## config.mk

```make
export PLATFORM = sky130hd
export DESIGN_NAME = udp_rx
export DESIGN_NICKNAME = d
export VERILOG_FILES = /design/src/rtl/eth_pkg.sv /design/src/rtl/udp_rx.sv
export SDC_FILE = /design/constraint.sdc
export NUM_CORES = 1
export LEC_CHECK = 0
export ABC_AREA = 0
export BUFFER_PORTS_ARGS = -buffer_cell sky130_fd_sc_hd__buf_2
export CAP_MARGIN = 10
export CORE_ASPECT_RATIO = 1.5
export CORE_MARGIN = 2
export CORE_UTILIZATION = 35
export CTS_CLUSTER_DIAMETER = 60
export DETAILED_ROUTE_END_ITERATION = 10
export PLACE_DENSITY_LB_ADDON = 0.05
export SKIP_CTS_REPAIR_TIMING = 1
export SYNTH_ARGS = -nofsm -noshare
export SYNTH_HDL_FRONTEND = slang
export SYNTH_SLANG_ARGS = --single-unit
```

## constraint.sdc

```tcl
create_clock -name clk -period 4.6 [get_ports clk]
set_clock_uncertainty 0.2 [all_clocks]
set_input_delay 0.69 -clock clk [delete_from_list [all_inputs] [get_ports clk]]
set_output_delay 0.69 -clock clk [all_outputs]
set_load 0.02 [all_outputs]
```

## src/rtl/eth_pkg.sv

```systemverilog
// Ethernet/IPv4/UDP constants and receive-FSM state encoding.
// Shared between the UDP receive and transmit paths.
package eth_pkg;

  localparam logic [15:0] ETH_TYPE_IPV4 = 16'h0800;
  localparam logic [7:0]  IP_PROTO_UDP  = 8'd17;
  localparam logic [7:0]  PREAMBLE_BYTE = 8'h55;
  localparam logic [7:0]  SFD_BYTE      = 8'hD5;
  localparam logic [15:0] UDP_HDR_LEN   = 16'd8;
  localparam logic [5:0]  IP_MIN_HLEN   = 6'd20;

  typedef enum logic [7:0] {
    st_idle     = 8'b0000_0001,
    st_preamble = 8'b0000_0010,
    st_eth_head = 8'b0000_0100,
    st_ip_head  = 8'b0000_1000,
    st_udp_head = 8'b0001_0000,
    st_rx_data  = 8'b0010_0000,
    st_rx_end   = 8'b0100_0000,
    st_err      = 8'b1000_0000
  } rx_state_t;

endpackage

```

## src/rtl/udp_rx.sv

```systemverilog
// GMII UDP/IPv4 receiver: strips preamble and headers, filters on MAC/type/proto/IP,
// and streams the UDP payload with a completion pulse carrying the byte count.
module udp_rx
  import eth_pkg::*;
#(
  parameter logic [47:0] BOARD_MAC = 48'h00_11_22_33_44_55,
  parameter logic [31:0] BOARD_IP  = {8'd192, 8'd168, 8'd1, 8'd10}
) (
  input  logic        clk,
  input  logic        rst,
  input  logic        gmii_rx_dv,
  input  logic [7:0]  gmii_rxd,
  output logic        rec_en,
  output logic [7:0]  rec_data,
  output logic        rec_pkt_done,
  output logic [15:0] rec_byte_num,
  output logic        rec_err,
  output logic [47:0] src_mac,
  output logic [31:0] src_ip
);

  rx_state_t   r_state;
  rx_state_t   w_next;

  logic        r_dv_p0;
  logic [7:0]  r_rxd_p0;
  logic [5:0]  r_cnt;
  logic [5:0]  r_ip_hlen;
  logic        r_uni_miss;
  logic        r_bc_miss;
  logic        r_type_miss;
  logic        r_ip_bad;
  logic [47:0] r_mac_sh;
  logic [31:0] r_ip_sh;
  logic [15:0] r_udp_len;
  logic [15:0] r_data_num;
  logic [15:0] r_data_cnt;

  logic        w_uni_miss;
  logic        w_bc_miss;
  logic        w_type_miss;
  logic        w_eth_ok;
  logic        w_ihl_bad;
  logic        w_ip_bad;
  logic        w_ip_end;
  logic        w_last;
  logic        w_en;
  logic        w_done;
  logic        w_err;

  function automatic logic [7:0] mac_byte(input logic [5:0] idx);
    logic [7:0] b;
    case (idx)
      6'd0:    b = BOARD_MAC[47:40];
      6'd1:    b = BOARD_MAC[39:32];
      6'd2:    b = BOARD_MAC[31:24];
      6'd3:    b = BOARD_MAC[23:16];
      6'd4:    b = BOARD_MAC[15:8];
      6'd5:    b = BOARD_MAC[7:0];
      default: b = 8'h00;
    endcase
    return b;
  endfunction

  function automatic logic [7:0] ip_byte(input logic [5:0] idx);
    logic [7:0] b;
    case (idx)
      6'd16:   b = BOARD_IP[31:24];
      6'd17:   b = BOARD_IP[23:16];
      6'd18:   b = BOARD_IP[15:8];
      6'd19:   b = BOARD_IP[7:0];
      default: b = 8'h00;
    endcase
    return b;
  endfunction

  // Stage p0: GMII input register
  always_ff @(posedge clk) begin
    if (rst) begin
      r_dv_p0  <= 1'b0;
      r_rxd_p0 <= 8'h00;
    end else begin
      r_dv_p0  <= gmii_rx_dv;
      r_rxd_p0 <= gmii_rxd;
    end
  end

  // Header checks fold the current byte into the sticky miss flags so the
  // decision on the last header byte needs no extra cycle.
  always_comb begin
    w_uni_miss  = r_uni_miss | ((r_cnt < 6'd6) && (r_rxd_p0 != mac_byte(r_cnt)));
    w_bc_miss   = r_bc_miss  | ((r_cnt < 6'd6) && (r_rxd_p0 != 8'hFF));
    w_type_miss = r_type_miss
                | ((r_cnt == 6'd12) && (r_rxd_p0 != ETH_TYPE_IPV4[15:8]))
                | ((r_cnt == 6'd13) && (r_rxd_p0 != ETH_TYPE_IPV4[7:0]));
    w_eth_ok    = !(w_uni_miss && w_bc_miss) && !w_type_miss;
    w_ihl_bad   = (r_cnt == 6'd0) &&
                  ((r_rxd_p0[7:4] != 4'd4) || ({r_rxd_p0[3:0], 2'b00} < IP_MIN_HLEN));
    w_ip_bad    = r_ip_bad
                | ((r_cnt == 6'd9) && (r_rxd_p0 != IP_PROTO_UDP))
                | ((r_cnt >= 6'd16) && (r_cnt <= 6'd19) && (r_rxd_p0 != ip_byte(r_cnt)));
    w_ip_end    = (r_cnt != 6'd0) && (r_cnt == r_ip_hlen - 6'd1);
    w_last      = (r_data_cnt == r_data_num - 16'd1);
  end

  always_ff @(posedge clk) begin
    if (rst) r_state <= st_idle;
    else     r_state <= w_next;
  end

  always_comb begin
    w_next = r_state;
    w_en   = 1'b0;
    w_done = 1'b0;
    w_err  = 1'b0;
    unique case (r_state)
      st_idle: begin
        if (r_dv_p0) w_next = (r_rxd_p0 == PREAMBLE_BYTE) ? st_preamble : st_err;
      end
      st_preamble: begin
        if (!r_dv_p0) begin
          w_next = st_idle;
          w_err  = 1'b1;
        end else if ((r_rxd_p0 == PREAMBLE_BYTE) && (r_cnt < 6'd7)) begin
          w_next = st_preamble;
        end else if ((r_rxd_p0 == SFD_BYTE) && (r_cnt >= 6'd1)) begin
          w_next = st_eth_head;
        end else begin
          w_next = st_err;
        end
      end
      st_eth_head: begin
        if (!r_dv_p0) begin
          w_next = st_idle;
          w_err  = 1'b1;
        end else if (r_cnt == 6'd13) begin
          w_next = w_eth_ok ? st_ip_head : st_err;
        end
      end
      st_ip_head: begin
        if (!r_dv_p0) begin
          w_next = st_idle;
          w_err  = 1'b1;
        end else if (w_ihl_bad) begin
          w_next = st_err;
        end else if (w_ip_end) begin
          w_next = w_ip_bad ? st_err : st_udp_head;
        end
      end
      st_udp_head: begin
        if (!r_dv_p0) begin
          w_next = st_idle;
          w_err  = 1'b1;
        end else if (r_cnt == 6'd7) begin
          if (r_udp_len < UDP_HDR_LEN) begin
            w_next = st_err;
          end else if (r_udp_len == UDP_HDR_LEN) begin
            w_done = 1'b1;
            w_next = st_rx_end;
          end else begin
            w_next = st_rx_data;
          end
        end
      end
      st_rx_data: begin
        if (!r_dv_p0) begin
          w_next = st_idle;
          w_err  = 1'b1;
        end else begin
          w_en = 1'b1;
          if (w_last) begin
            w_done = 1'b1;
            w_next = st_rx_end;
          end
        end
      end
      st_rx_end: begin
        if (!r_dv_p0) w_next = st_idle;
      end
      st_err: begin
        if (!r_dv_p0) w_next = st_idle;
      end
      default: w_next = st_idle;
    endcase
    if ((w_next == st_err) && (r_state != st_err)) w_err = 1'b1;
  end

  // Stage p1: header field capture and counters
  always_ff @(posedge clk) begin
    if (rst) begin
      r_cnt       <= 6'd0;
      r_ip_hlen   <= 6'd0;
      r_uni_miss  <= 1'b0;
      r_bc_miss   <= 1'b0;
      r_type_miss <= 1'b0;
      r_ip_bad    <= 1'b0;
      r_mac_sh    <= 48'h0;
      r_ip_sh     <= 32'h0;
      r_udp_len   <= 16'h0;
      r_data_num  <= 16'h0;
      r_data_cnt  <= 16'h0;
    end else begin
      unique case (r_state)
        st_idle: begin
          r_cnt       <= 6'd1;
          r_uni_miss  <= 1'b0;
          r_bc_miss   <= 1'b0;
          r_type_miss <= 1'b0;
          r_ip_bad    <= 1'b0;
          r_data_cnt  <= 16'h0;
        end
        st_preamble: begin
          r_cnt <= (w_next == st_eth_head) ? 6'd0 : r_cnt + 6'd1;
        end
        st_eth_head: begin
          r_uni_miss  <= w_uni_miss;
          r_bc_miss   <= w_bc_miss;
          r_type_miss <= w_type_miss;
          if ((r_cnt >= 6'd6) && (r_cnt < 6'd12)) r_mac_sh <= {r_mac_sh[39:0], r_rxd_p0};
          r_cnt <= (r_cnt == 6'd13) ? 6'd0 : r_cnt + 6'd1;
        end
        st_ip_head: begin
          if (r_cnt == 6'd0) r_ip_hlen <= {r_rxd_p0[3:0], 2'b00};
          r_ip_bad <= w_ip_bad;
          if ((r_cnt >= 6'd12) && (r_cnt < 6'd16)) r_ip_sh <= {r_ip_sh[23:0], r_rxd_p0};
          r_cnt <= (w_next == st_udp_head) ? 6'd0 : r_cnt + 6'd1;
        end
        st_udp_head: begin
          if (r_cnt == 6'd4) r_udp_len[15:8] <= r_rxd_p0;
          if (r_cnt == 6'd5) r_udp_len[7:0]  <= r_rxd_p0;
          if (r_cnt == 6'd7) r_data_num      <= r_udp_len - UDP_HDR_LEN;
          r_data_cnt <= 16'h0;
          r_cnt      <= r_cnt + 6'd1;
        end
        st_rx_data: begin
          if (r_dv_p0) r_data_cnt <= r_data_cnt + 16'd1;
        end
        default: begin
          r_cnt <= 6'd0;
        end
      endcase
    end
  end

  // Stage p2: registered outputs
  always_ff @(posedge clk) begin
    if (rst) begin
      rec_en       <= 1'b0;
      rec_data     <= 8'h00;
      rec_pkt_done <= 1'b0;
      rec_byte_num <= 16'h0;
      rec_err      <= 1'b0;
      src_mac      <= 48'h0;
      src_ip       <= 32'h0;
    end else begin
      rec_en       <= w_en;
      rec_pkt_done <= w_done;
      rec_err      <= w_err;
      if (w_en) rec_data <= r_rxd_p0;
      if (w_done) begin
        rec_byte_num <= (r_state == st_rx_data) ? r_data_num : 16'h0;
        src_mac      <= r_mac_sh;
        src_ip       <= r_ip_sh;
      end
    end
  end

endmodule

```

==> impl_metrics.yaml <==
synth:
  synth_seq_area_share_pct: 47.1
  ys_seq_elements: 266
  synth_fp_nets: 1351
  syn_area_mm2: 0.0113
  ys_warn_count: 0
  ys_types: 68
  synthTopCellsByArea: "dfxtp_1 47%, mux2i_1 9.9%, nand2_1 7.4%, nor2_1 6.1%, a21oi_1 5.5%"
  netlist_instances: 1331
  async_flop_share_pct: 0
  yosys.area.top_type: "dfxtp_1"
  synth-edff-count: 0
  syn_area_per_cell_um2: 8.50
  ys.flop_type: "dfxtp_1"
  netlist.area_leader.share_pct: 47.1
worst_setup_path:
  cp.required_ns: 4.81
  critPathCaptureType: "flop"
  cp_max_fo: 33
  cp.arrival_ns: 4.08
  crit_type: "reg -> reg"
  cp-start-kind: "flop"
timing:
  finalMaxSlewViolations: 0
  setup-violations-final: 0
  hold_ws_ns: 0.144
  worst_slack_ns: 0.722
  totalNegativeSetupSlack_ns: 0
  relSlewSlack_pct: 32.3
  post-route-period-util_pct: 84.3
  hold_viol_final: 0
  min_period_ns: 3.88
  rsz0062_at_grt: "no"
  max_freq_mhz: 258
  tightest_slew_ns: 1.01
run:
  max_cap_violations: 0
route:
  drt_pass1_iterations: 4
  drtAntennaViolNets: 0
  wire_per_inst_um: 17.2
  drt_iter0_drc: 472
  vias: 9324
  via_per_inst: 5.08
  drc: 0
  totalWireLength_um: 31600
layout:
  finalInstanceArea_mm2: 0.0132
  final_cell_mix: "266 x dfxtp_1, 223 x nand2_1, 185 x nor2_1, 124 x a21oi_1, 116 x buf_2"
  area_growth_pct: 16.4
  nets: 1427
  stdcell_count: 1837
  drive_above_1_share_pct: 14.6
  fill_cells: 3326
  fin_util_pct: 41.4
  final_common_cell: "dfxtp_1"
  diodes: 0
placed_design:
  place_ws_ns: 0.719
  placed_cell_area_mm2: 0.0123
  gp_congestion: 0.845
  io_buffers: 117
  dp_cells: 1786
  dp_hpwl_um: 21000
global_routing:
  use_met3_pct: 2.71
  grt_pass1_wl_um: 49800
  grt_busiest_layer: "met2"
  antenna_found_initial: 0
  grt_use_met1_pct: 22.4
  track_usage_pct: 18.5
  grt_start_max_net_pins: 101
  met2_usage_pct: 32.9
  grt_overflow: 0
  grt_pass1_vias: 8970
clock_network:
  clock-sinks: 266
  clkTransAtPathRegs_ns: 0.06
  htreeDepth: 1
  cts_root_buf: "clkbuf_16"
  cts_tree: "built"
  worstSkewPairLatency_ns: 0.56
  cts_made_buffers: 28
  clockBufferDepth: 3
run_status:
  outcome: "complete, no violations"
die:
  start_util_pct: 35.5
  pin_count: 118
  die_w_um: 151
  chipHeight_um: 224
  fp.dieArea_mm2: 0.0338
  num_rows: 80
  core_mm2: 0.0318
power:
  power_mw: 4.64
  power.density_mw_per_mm2: 352
  p_leak_nw: 5.02
  ir_drop_uv: 260
worst_hold_path:
  hold_class: "in -> reg"
[critical path, stage by stage (launching register included)]
cell and delay, ns:
dfxtp_1 0.36, inv_1 0.10, ha_1 0.32, or4b_1 0.56
nor4_2 0.20, nand3_1 0.13, a2111oi_2 0.36, nand4_1 0.23
a22oi_2 0.64, buf_12 0.33, mux2i_1 0.22, nor2_1 0.05
[worst paths after layout]
check | from | to | slack (ns) | cells after the start
setup / recovery | r_data_num[0]$_SDFFE_PP0P_ | src_mac[6]$_SDFFE_PP0P_ | 0.72 | 11
hold / removal | gmii_rxd[0] | r_rxd_p0[0]$_SDFF_PP0_ | 0.14 | 2
setup reg to reg | r_data_num[0]$_SDFFE_PP0P_ | src_mac[6]$_SDFFE_PP0P_ | 0.72 | 11
hold reg to reg | rec_data[0]$_SDFFE_PP0P_ | rec_data[0]$_SDFFE_PP0P_ | 0.25 | 2
[synth_stat cells, types with 4 or more instances]
library cell and instances:
nor4_1 12, nor3_1 21, and3_1 22, or4_1 11, nand2_1 223, xnor2_1 26
nand3_1 30, dfxtp_1 266, a22oi_1 5, a21oi_1 124, mux2i_1 112, nand4_1 7
a31oi_1 5, ha_1 9, nor2b_1 12, o211ai_1 6, o21ai_0 22, nand2b_1 6
or3_1 4, a211oi_1 18, buf_4 9, or2_2 5, and2_1 7, and4b_1 5
clkbuf_1 84, mux2_2 4, inv_1 14, o21a_1 5, nor2_1 185, xor2_1 16
[layout make-up]
| type | instances | area [um2] | share of cell area, % |
|---|---|---|---|
| Multi-Input combinational cell | 951 | 5530 | 42.0 |
| Tap cell | 410 | 513 | 3.90 |
| Inverter | 14 | 52.6 | 0.399 |
| Clock buffer | 44 | 851 | 6.46 |
| Timing Repair Buffer | 146 | 850 | 6.45 |
| Sequential cell | 266 | 5330 | 40.4 |
| Clock inverter | 6 | 50.0 | 0.380 |
[registers in the layout (all words and copies together) (netlist names)]
register	count
rec_byte_num	16
src_ip	32
r_dv_p0	1
rec_err	1
r_ip_sh	32
r_type_miss	1
r_data_num	16
r_cnt	6
r_data_cnt	16
rec_data	8
r_uni_miss	1
rec_pkt_done	1
r_state	8
r_ip_bad	1
r_mac_sh	48
r_ip_hlen	4
rec_en	1
r_bc_miss	1
r_rxd_p0	8
src_mac	48
r_udp_len	16
[routing by layer]
layer	vias up	part of all wire [%]
li1	4702	-
met1	4410	42
met2	150	51
met3	62	3.7
met4	0	3.3
met5	-	0
[report_power, final]
group	switching, mW	internal [mW]
clock network	0.936	1.27
logic	0.0839	0.0293
registers	0.0138	2.31
total	1.03	3.61
[cells by family after synthesis]
family | Yosys count | share of synthesized area [%]
AO/OA/AOI/OAI | 215 | 11.3
XOR/XNOR | 43 | 3.45
adder cells (fa/ha/maj) | 9 | 0.996
buffers and inverters | 114 | 4.27
flip-flops | 266 | 47.1
multiplexers | 116 | 10.3
AND/OR/NAND/NOR | 568 | 22.6
Note: power is estimated with default switching activity, not from simulation.
